### config.mk
export PLATFORM = sky130hd
export DESIGN_NAME = cpu_oci_trace_capture
export DESIGN_NICKNAME = d
export VERILOG_FILES = /design/src/rtl/cpu_oci_trace_capture.sv
export SDC_FILE = /design/constraint.sdc
export NUM_CORES = 1
export LEC_CHECK = 0
export ABC_AREA = 1
export BUFFER_PORTS_ARGS = -buffer_cell sky130_fd_sc_hd__buf_2
export CORE_MARGIN = 2
export CORE_UTILIZATION = 30
export DETAILED_ROUTE_END_ITERATION = 7
export SYNTH_ARGS = -nofsm -noshare
export SYNTH_HDL_FRONTEND = slang
export SYNTH_SLANG_ARGS = --single-unit
### constraint.sdc
create_clock -name clk -period 5 [get_ports clk]
set_clock_uncertainty 0.2 [all_clocks]
set_input_delay 0.5 -clock clk [delete_from_list [all_inputs] [get_ports clk]]
set_output_delay 0.5 -clock clk [all_outputs]
set_load 0.01 [all_outputs]
### src/rtl/cpu_oci_trace_capture.sv
// cpu_oci_trace_capture: on-chip debug trace buffer with a first-word-fall-through read side.
// It has two overflow policies (stop or wrap), can drain on request, and freezes when the test ends.
module cpu_oci_trace_capture #(
  parameter int DATA_W    = 30,
  parameter int DEPTH     = 16,
  parameter int WRAP_MODE = 0,
  parameter int OVF_W     = 16
) (
  input  logic                     clk,
  input  logic                     reset,
  input  logic [DATA_W-1:0]        dct_buffer,
  input  logic                     dct_valid,
  input  logic                     test_ending,
  input  logic                     test_has_ended,
  input  logic                     rd_ready,
  output logic                     rd_valid,
  output logic [DATA_W-1:0]        rd_data,
  output logic [$clog2(DEPTH):0]   dct_count,
  output logic [OVF_W-1:0]         ovf_count,
  output logic                     done
);
  localparam int PTR_W = $clog2(DEPTH);
  localparam int CNT_W = PTR_W + 1;
  typedef enum logic [1:0] {S_CAPTURE, S_DRAIN, S_DONE} state_t;
  state_t            r_state;
  logic [DATA_W-1:0] r_mem [DEPTH];
  logic [PTR_W-1:0]  r_wr_ptr, r_rd_ptr;
  logic [CNT_W-1:0]  r_count;
  logic [OVF_W-1:0]  r_ovf;
  logic              w_full, w_rd, w_wr, w_drop, w_store, w_evict;
  always_comb begin
    w_full  = r_count == CNT_W'(DEPTH);
    w_rd    = rd_valid && rd_ready;
    w_wr    = dct_valid && r_state == S_CAPTURE && !test_has_ended;
    w_drop  = w_wr && w_full && !w_rd;
    w_store = w_wr && !(w_drop && WRAP_MODE == 0);
    w_evict = w_drop && WRAP_MODE != 0;
  end
  assign rd_valid  = r_count != '0 && r_state != S_DONE;
  assign rd_data   = r_mem[r_rd_ptr];
  assign dct_count = r_count;
  assign ovf_count = r_ovf;
  assign done      = r_state == S_DONE;
  always_ff @(posedge clk) begin
    if (reset) begin
      r_state  <= S_CAPTURE;
      r_wr_ptr <= '0;
      r_rd_ptr <= '0;
      r_count  <= '0;
      r_ovf    <= '0;
    end else begin
      if (w_store) r_wr_ptr <= r_wr_ptr + 1'b1;
      if (w_rd || w_evict) r_rd_ptr <= r_rd_ptr + 1'b1;
      r_count <= w_store && !w_rd && !w_full ? r_count + 1'b1 :
                 w_rd && !w_store ? r_count - 1'b1 : r_count;
      if (w_drop && r_ovf != '1) r_ovf <= r_ovf + 1'b1;
      // draining finishes on the edge that removes the last word
      r_state <= test_has_ended ? S_DONE :
                 r_state == S_CAPTURE && test_ending ? S_DRAIN :
                 r_state == S_DRAIN && (r_count == '0 || (w_rd && r_count == CNT_W'(1))) ? S_DONE :
                 r_state;
    end
  end
  always_ff @(posedge clk) begin
    if (!reset && w_store) r_mem[r_wr_ptr] <= dct_buffer;
  end
endmodule

==> impl_metrics.toml, run 1 <==
[cts]
cts_hold_buffers = 1
numCtsBuffers = 53
clockRootBuffer = "clkbuf_16"
clock_path_buffers = 3
cts.clk_slew.worst_paths_ns = 0.06
cts_sinks = 515
worstSkewPairLatency_ns = 0.60
cts_tree = "yes"
htree_num_levels = 2
cts_resized = 0
post_cts_buffers = 0

[placed_design]
place.gp.congestion = 0.760
dp_slack_ns = 1.52
hpwl_mm = 27.1
portBuffers = 88

[worst_setup_path]
critPathKind = "register to primary output"
crit_fanout = 75
rr_worst_depth = 9
startpoint_type = "register"
timing.rr.start = "dct_count[0]$_SDFFE_PP0P_"
r2r_end = "r_mem[13][1]$_DFFE_PP_"
crit_buf_inv = 3
endpoint = "rd_data[27]"
critPathCaptureType = "primary output"
path_cells = "inv_2 -> buf_12 -> o21ai_0 -> o221ai_1 -> nand3_1 -> nand2_1 -> buf_2"
critPathArrivalTime_ns = 3.33
ff2ff_setup_slack_ns = 1.55
cp.depth = 7
cp_slowest_stage_delay_ns = 0.90
crit_required_ns = 4.30
slowest_stage = "dfxtp_4"
cp_top_family = "buffers and inverters"

[floorplan]
num_io_pins = 89
rows = 96
core_area_mm2 = 0.0685
die_y_um = 267
die_x_um = 267
dieArea_mm2 = 0.0711
initial_utilization_pct = 30.2

[sta]
drv_slew = 0
holdWs_ns = 0.0513
fin_crit_sh_pct = 80.7
hold_violations = 0
report.final.setup_viol = 0
clock.fmax_mhz = 248
max_slew.worst_pin.slew_ns = 1.33
tns_ns = 0
rsz0062_at_grt = "false"
relSlewSlack_pct = 10.9
fin_ws_ns = 0.967
finalCriticalPeriod_ns = 4.03

[final_layout]
final_cell_mix = "edfxtp_1 (480), nor2_1 (292), o21ai_0 (247)"
antennaDiodeCount = 0
area_growth_pct = 15.5
final_layout_size_suffix_gt1_share_pct = 14.2
nNetsFinal = 1703
final_common_cell = "edfxtp_1"

[logic_synthesis]
netlist_top_cells_area = "edfxtp_1 (70%), o21ai_0 (6.0%), nor2_1 (5.6%)"
synth_top_cell_by_area = "edfxtp_1"
seq_area_frac_synth_pct = 73.0
synth_warnings = 0
synthCells = 1609
synth_seq_cells = 515
syn_area_mm2 = 0.0207
post-synth-top-area-fraction_pct = 69.7
synth_cell_type_count = 39
syn-mean-instance-area_um2 = 12.9
synth_nets = 1655

[drt]
drt_pass1_iterations = 6
wl_per_cell_um = 20.1
wirelength_mm = 51.9
routed_via_density = 5.11
route.detailed.drc = 0
initialDrtViolationCount = 1227
drtAntennaViolNets = 0
num_vias = 13200

[run]
max-cap-violations = 0

[pwr]
p_per_area_mw_per_mm2 = 430
p_seq_share_pct = 46.6
power.internal_mw = 7.69
ir_drop_uv = 239
p_leak_nw = 7.75
clkPwrFrac_pct = 41.7
swShare_pct = 25.2
p_sw_mw = 2.59
total_power_mw = 10.3
pwr-share-comb_pct = 11.7

[global_route]
grt_start_max_net_pins = 241
gr-total-overflow = 0
antenna_found_initial = 3
grt_usage_pct = 14.3
grt_pass1_wl_mm = 78.2
grt_pass1_vias = 12900

[status]
status = "completed"

[hold_path]
hold_class = "primary input to register"
hold_start = "test_ending"
==> Yosys cell counts <==
master    number
a21oi_1       13
a21oi_2       11
a31oi_1        1
and2_1         1
and2_2         1
and3_1         1
buf_2         31
buf_4          6
buf_6          5
clkbuf_1      63
clkbuf_2       1
clkinv_1       1
clkinv_2       1
dfxtp_1       35
edfxtp_1     480
ha_1          10
inv_1         34
inv_2          2
nand2_1      108
nand2_2        9
nand2_4        1
nand3_1       66
nand3_2        4
nand3_4        1
nand4_1        5
nor2_1       308
nor2_2         2
nor2_4         3
nor2_8         1
nor3_1         4
o211ai_1      33
o21ai_0      247
o21ai_1        1
o21bai_1       1
o221ai_1      87
o22ai_1       16
or2_2          1
xnor2_1        4
xor2_1        10
==> metrics by stage <==
step	cells	util [%]	cell area (µm²)
3_3_place_gp	2483	32.1	22000
3_5_place_dp	2483	32.1	22000
5_1_grt	2583	34.9	23900
4_1_cts	2583	34.9	23900
6_report	2583	34.9	23900
2_1_floorplan	1609	-	20700
==> metal layers <==
metal,track usage [%],vias up,share of wire (%)
met5,0,-,0.046
met4,4.30,6,2.2
met3,2.21,85,5.6
met2,23.9,424,49
met1,19.2,6629,43
li1,-,6065,-
==> worst min-delay path: cells and delay by family <==
family	cells	cell delay, ns
buf+inv	2	0.12
compound gates	2	0.21
==> how the worst min path moves through the flow <==
stage | cells after the start | slack [ns] | to
floorplan | 2 | 0.26 | register
global placement | 2 | 0.28 | register
detailed placement | 2 | 0.29 | register
CTS | 4 | 0.02 | r_state[0]$_SDFFE_PP0P_
global route | 4 | 0.06 | r_state[0]$_SDFFE_PP0P_
finish | 4 | 0.05 | r_state[0]$_SDFFE_PP0P_
==> power groups by stage <==
| stage | logic, mW | registers [mW] | clock network [mW] |
|---|---|---|---|
| detailed placement | 1.21 | 4.88 | 0 |
| finish | 1.20 | 4.78 | 4.29 |
| global route | 1.35 | 4.79 | 4.50 |
| global placement | 1.20 | 4.87 | 0 |
| CTS | 1.22 | 4.79 | 4.37 |
| floorplan | 0.826 | 4.85 | 0 |
==> state kept, by name, summed over array words and instances, names as in the netlist, named ones only <==
| signal | cells |
|---|---|
| r_state | 2 |
| r_wr_ptr | 4 |
| r_mem | 480 |
| r_rd_ptr | 4 |
| dct_count | 5 |
| ovf_count | 16 |
==> final cells by class <==
| type | count | area [µm²] |
|---|---|---|
| Tap cell | 882 | 1100 |
| Fill cell | 6575 | 44600 |
| Clock buffer | 58 | 1370 |
| Timing Repair Buffer | 99 | 576 |
| Clock inverter | 41 | 532 |
| Sequential cell | 515 | 15100 |
| Multi-Input combinational cell | 950 | 5050 |
| Inverter | 38 | 148 |
==> cell families (layout without fill, tap and decap cells) <==
family	after synthesis	after routing	share of synthesized area, %
XOR/XNOR	14	14	0.593
AO/OA/AOI/OAI	410	410	12.2
flip-flops	515	515	73.0
buffers and inverters	144	236	3.10
AND/OR/NAND/NOR	516	516	10.4
adder cells (fa/ha/maj)	10	10	0.605
No activity file was read; power rests on OpenSTA's default activity.
==> run 2: changes to the inputs <==
==> constraint.sdc (replaced) <==
create_clock -name clk -period 3.61 [get_ports clk]
set_clock_uncertainty 0.2 [all_clocks]
set_input_delay 0.361 -clock clk [delete_from_list [all_inputs] [get_ports clk]]
set_output_delay 0.361 -clock clk [all_outputs]
set_load 0.01 [all_outputs]
==> run 2 against run 1 <==
Utilization rose by 0.51 points. Cell area rose by 1.5%. Critical path depth did not move. Die area did not move. Global-route usage rose by 0.12 points. Largest cell class unchanged. Worst hold slack improved by 0.0080 ns. Count of clock-buffer cells in the layout rose by 5. Non-clock buffer count rose by 56.
==> impl_metrics.toml, run 2 (synthesis results as in run 1) <==
[worst_setup_path]
startpoint_type = "register"
critPathKind = "register to primary output"
crit_required_ns = 3.05
crit_fanout = 72
critPathArrivalTime_ns = 2.76
critPathCaptureType = "primary output"

[sta]
max_slew.worst_pin.slew_ns = 0.817
finalCriticalPeriod_ns = 3.32
tns_ns = 0
drv_slew = 0
clock.fmax_mhz = 301
relSlewSlack_pct = 45.5
rsz0062_at_grt = "false"
hold_violations = 0
report.final.setup_viol = 0
holdWs_ns = 0.0594
fin_crit_sh_pct = 92.0

[global_route]
grt_pass1_wl_mm = 79.5
gr-total-overflow = 0
antenna_found_initial = 2
grt_busiest_layer = "met2"
use_met2_pct = 24.5
grt_usage_pct = 14.5
grt_pass1_vias = 13400
use_met3_pct = 2.66
met1_usage_pct = 19.1
grt_start_max_net_pins = 119

[cts]
numCtsBuffers = 52
clock_path_buffers = 3
post_cts_buffers = 0
cts_resized = 0
htree_num_levels = 2
cts_sinks = 515
cts.clk_slew.worst_paths_ns = 0.06
cts_tree = "yes"
clockRootBuffer = "clkbuf_16"
worstSkewPairLatency_ns = 0.60

[drt]
drtAntennaViolNets = 0
routed_via_density = 5.10
wl_per_cell_um = 19.6
wirelength_mm = 51.7
num_vias = 13500
initialDrtViolationCount = 1121
drt_pass1_iterations = 5
route.detailed.drc = 0

[floorplan]
core_area_mm2 = 0.0685
rows = 96
dieArea_mm2 = 0.0711
die_y_um = 267
initial_utilization_pct = 30.2
die_x_um = 267
num_io_pins = 89

[pwr]
p_per_area_mw_per_mm2 = 563
power.internal_mw = 10.2
pwr-share-comb_pct = 12.6
ir_drop_uv = 335
swShare_pct = 25.6
p_seq_share_pct = 48.6
p_leak_nw = 7.91
clkPwrFrac_pct = 38.8
p_sw_mw = 3.50

[final_layout]
final_layout_size_suffix_gt1_share_pct = 14.3
fillers = 6575
largest-register = "r_mem"
ff_latch_area_mm2 = 0.0151
final_cell_mix = "edfxtp_1 (480), nor2_1 (292), o21ai_0 (247)"
area_growth_pct = 17.2
design_area_mm2 = 0.0243
largest_reg_flops = 480
nNetsFinal = 1758
final_common_cell = "edfxtp_1"
multiInputGateArea_mm2 = 0.00505

[status]
status = "completed"

[placed_design]
placed_cell_area_mm2 = 0.0223
portBuffers = 88
place.gp.congestion = 0.761
hpwl_mm = 28.9

[hold_path]
hold_class = "primary input to register"

[run]
max-cap-violations = 0
## run 2: layout make-up
class | instances | share of cell area (%)
antenna | 1 | 0.0103
clock buffer | 63 | 5.54
clock inverter | 33 | 1.34
inverter | 38 | 0.609
multi-input combinational | 950 | 20.8
sequential | 515 | 62.4
tap | 882 | 4.55
timing repair buffer | 155 | 4.75
## run 2: power groups by stage
stage	clock [mW]	sequential, mW	combinational (mW)
finish	5.31	6.64	1.72
global route	5.65	6.64	1.93
CTS	5.41	6.64	1.75
detailed placement	0	6.76	1.71
global placement	0	6.76	1.66
floorplan	0	6.72	1.14
## run 2: path summary, 6_finish.rpt
| check | to | depth (start not counted) | start | slack [ns] |
|---|---|---|---|---|
| worst max-delay path | rd_data[7] | 7 | register | 0.29 |
| worst min register to register | r_wr_ptr[3]$_SDFFE_PP0N_ | 2 | r_wr_ptr[3]$_SDFFE_PP0N_ | 0.31 |
| worst max register to register | r_mem[14][21]$_DFFE_PP_ | 10 | dct_count[0]$_SDFFE_PP0P_ | 0.60 |
| worst min-delay path | ovf_count[10]$_SDFFE_PP0P_ | 2 | reset | 0.06 |
## run 2: per-stage QoR
stage          utilization [%]  worst slack (ns)  power [mW]  cells
4_1_cts                   35.4             0.254        13.8   2636
6_report                  35.4             0.288        13.7   2637
2_1_floorplan                -             0.308        7.86   1609
3_5_place_dp              32.5             0.611        8.47   2507
3_3_place_gp              32.5             0.741        8.42   2507
5_1_grt                   35.4             0.125        14.2   2637
## run 2: repair_timing
item,CTS,global route
hold buffers,33,0
hold endpoints to repair,483,0
endpoints found under the setup margin,0,0
## run 2: per-layer routing
layer	part of all wire, %	up-vias
met2	49	433
li1	-	6175
met4	2.1	2
met5	0.031	-
met1	43	6774
met3	6.1	77
## run 2: critical path, cell delays in order (launching register included)
cell and delay, ns:
dfxtp_4 0.46, inv_6 0.44, buf_4 0.40, o21ai_0 0.14, o221ai_1 0.22, nand3_1 0.09
nand2_1 0.16, buf_2 0.17
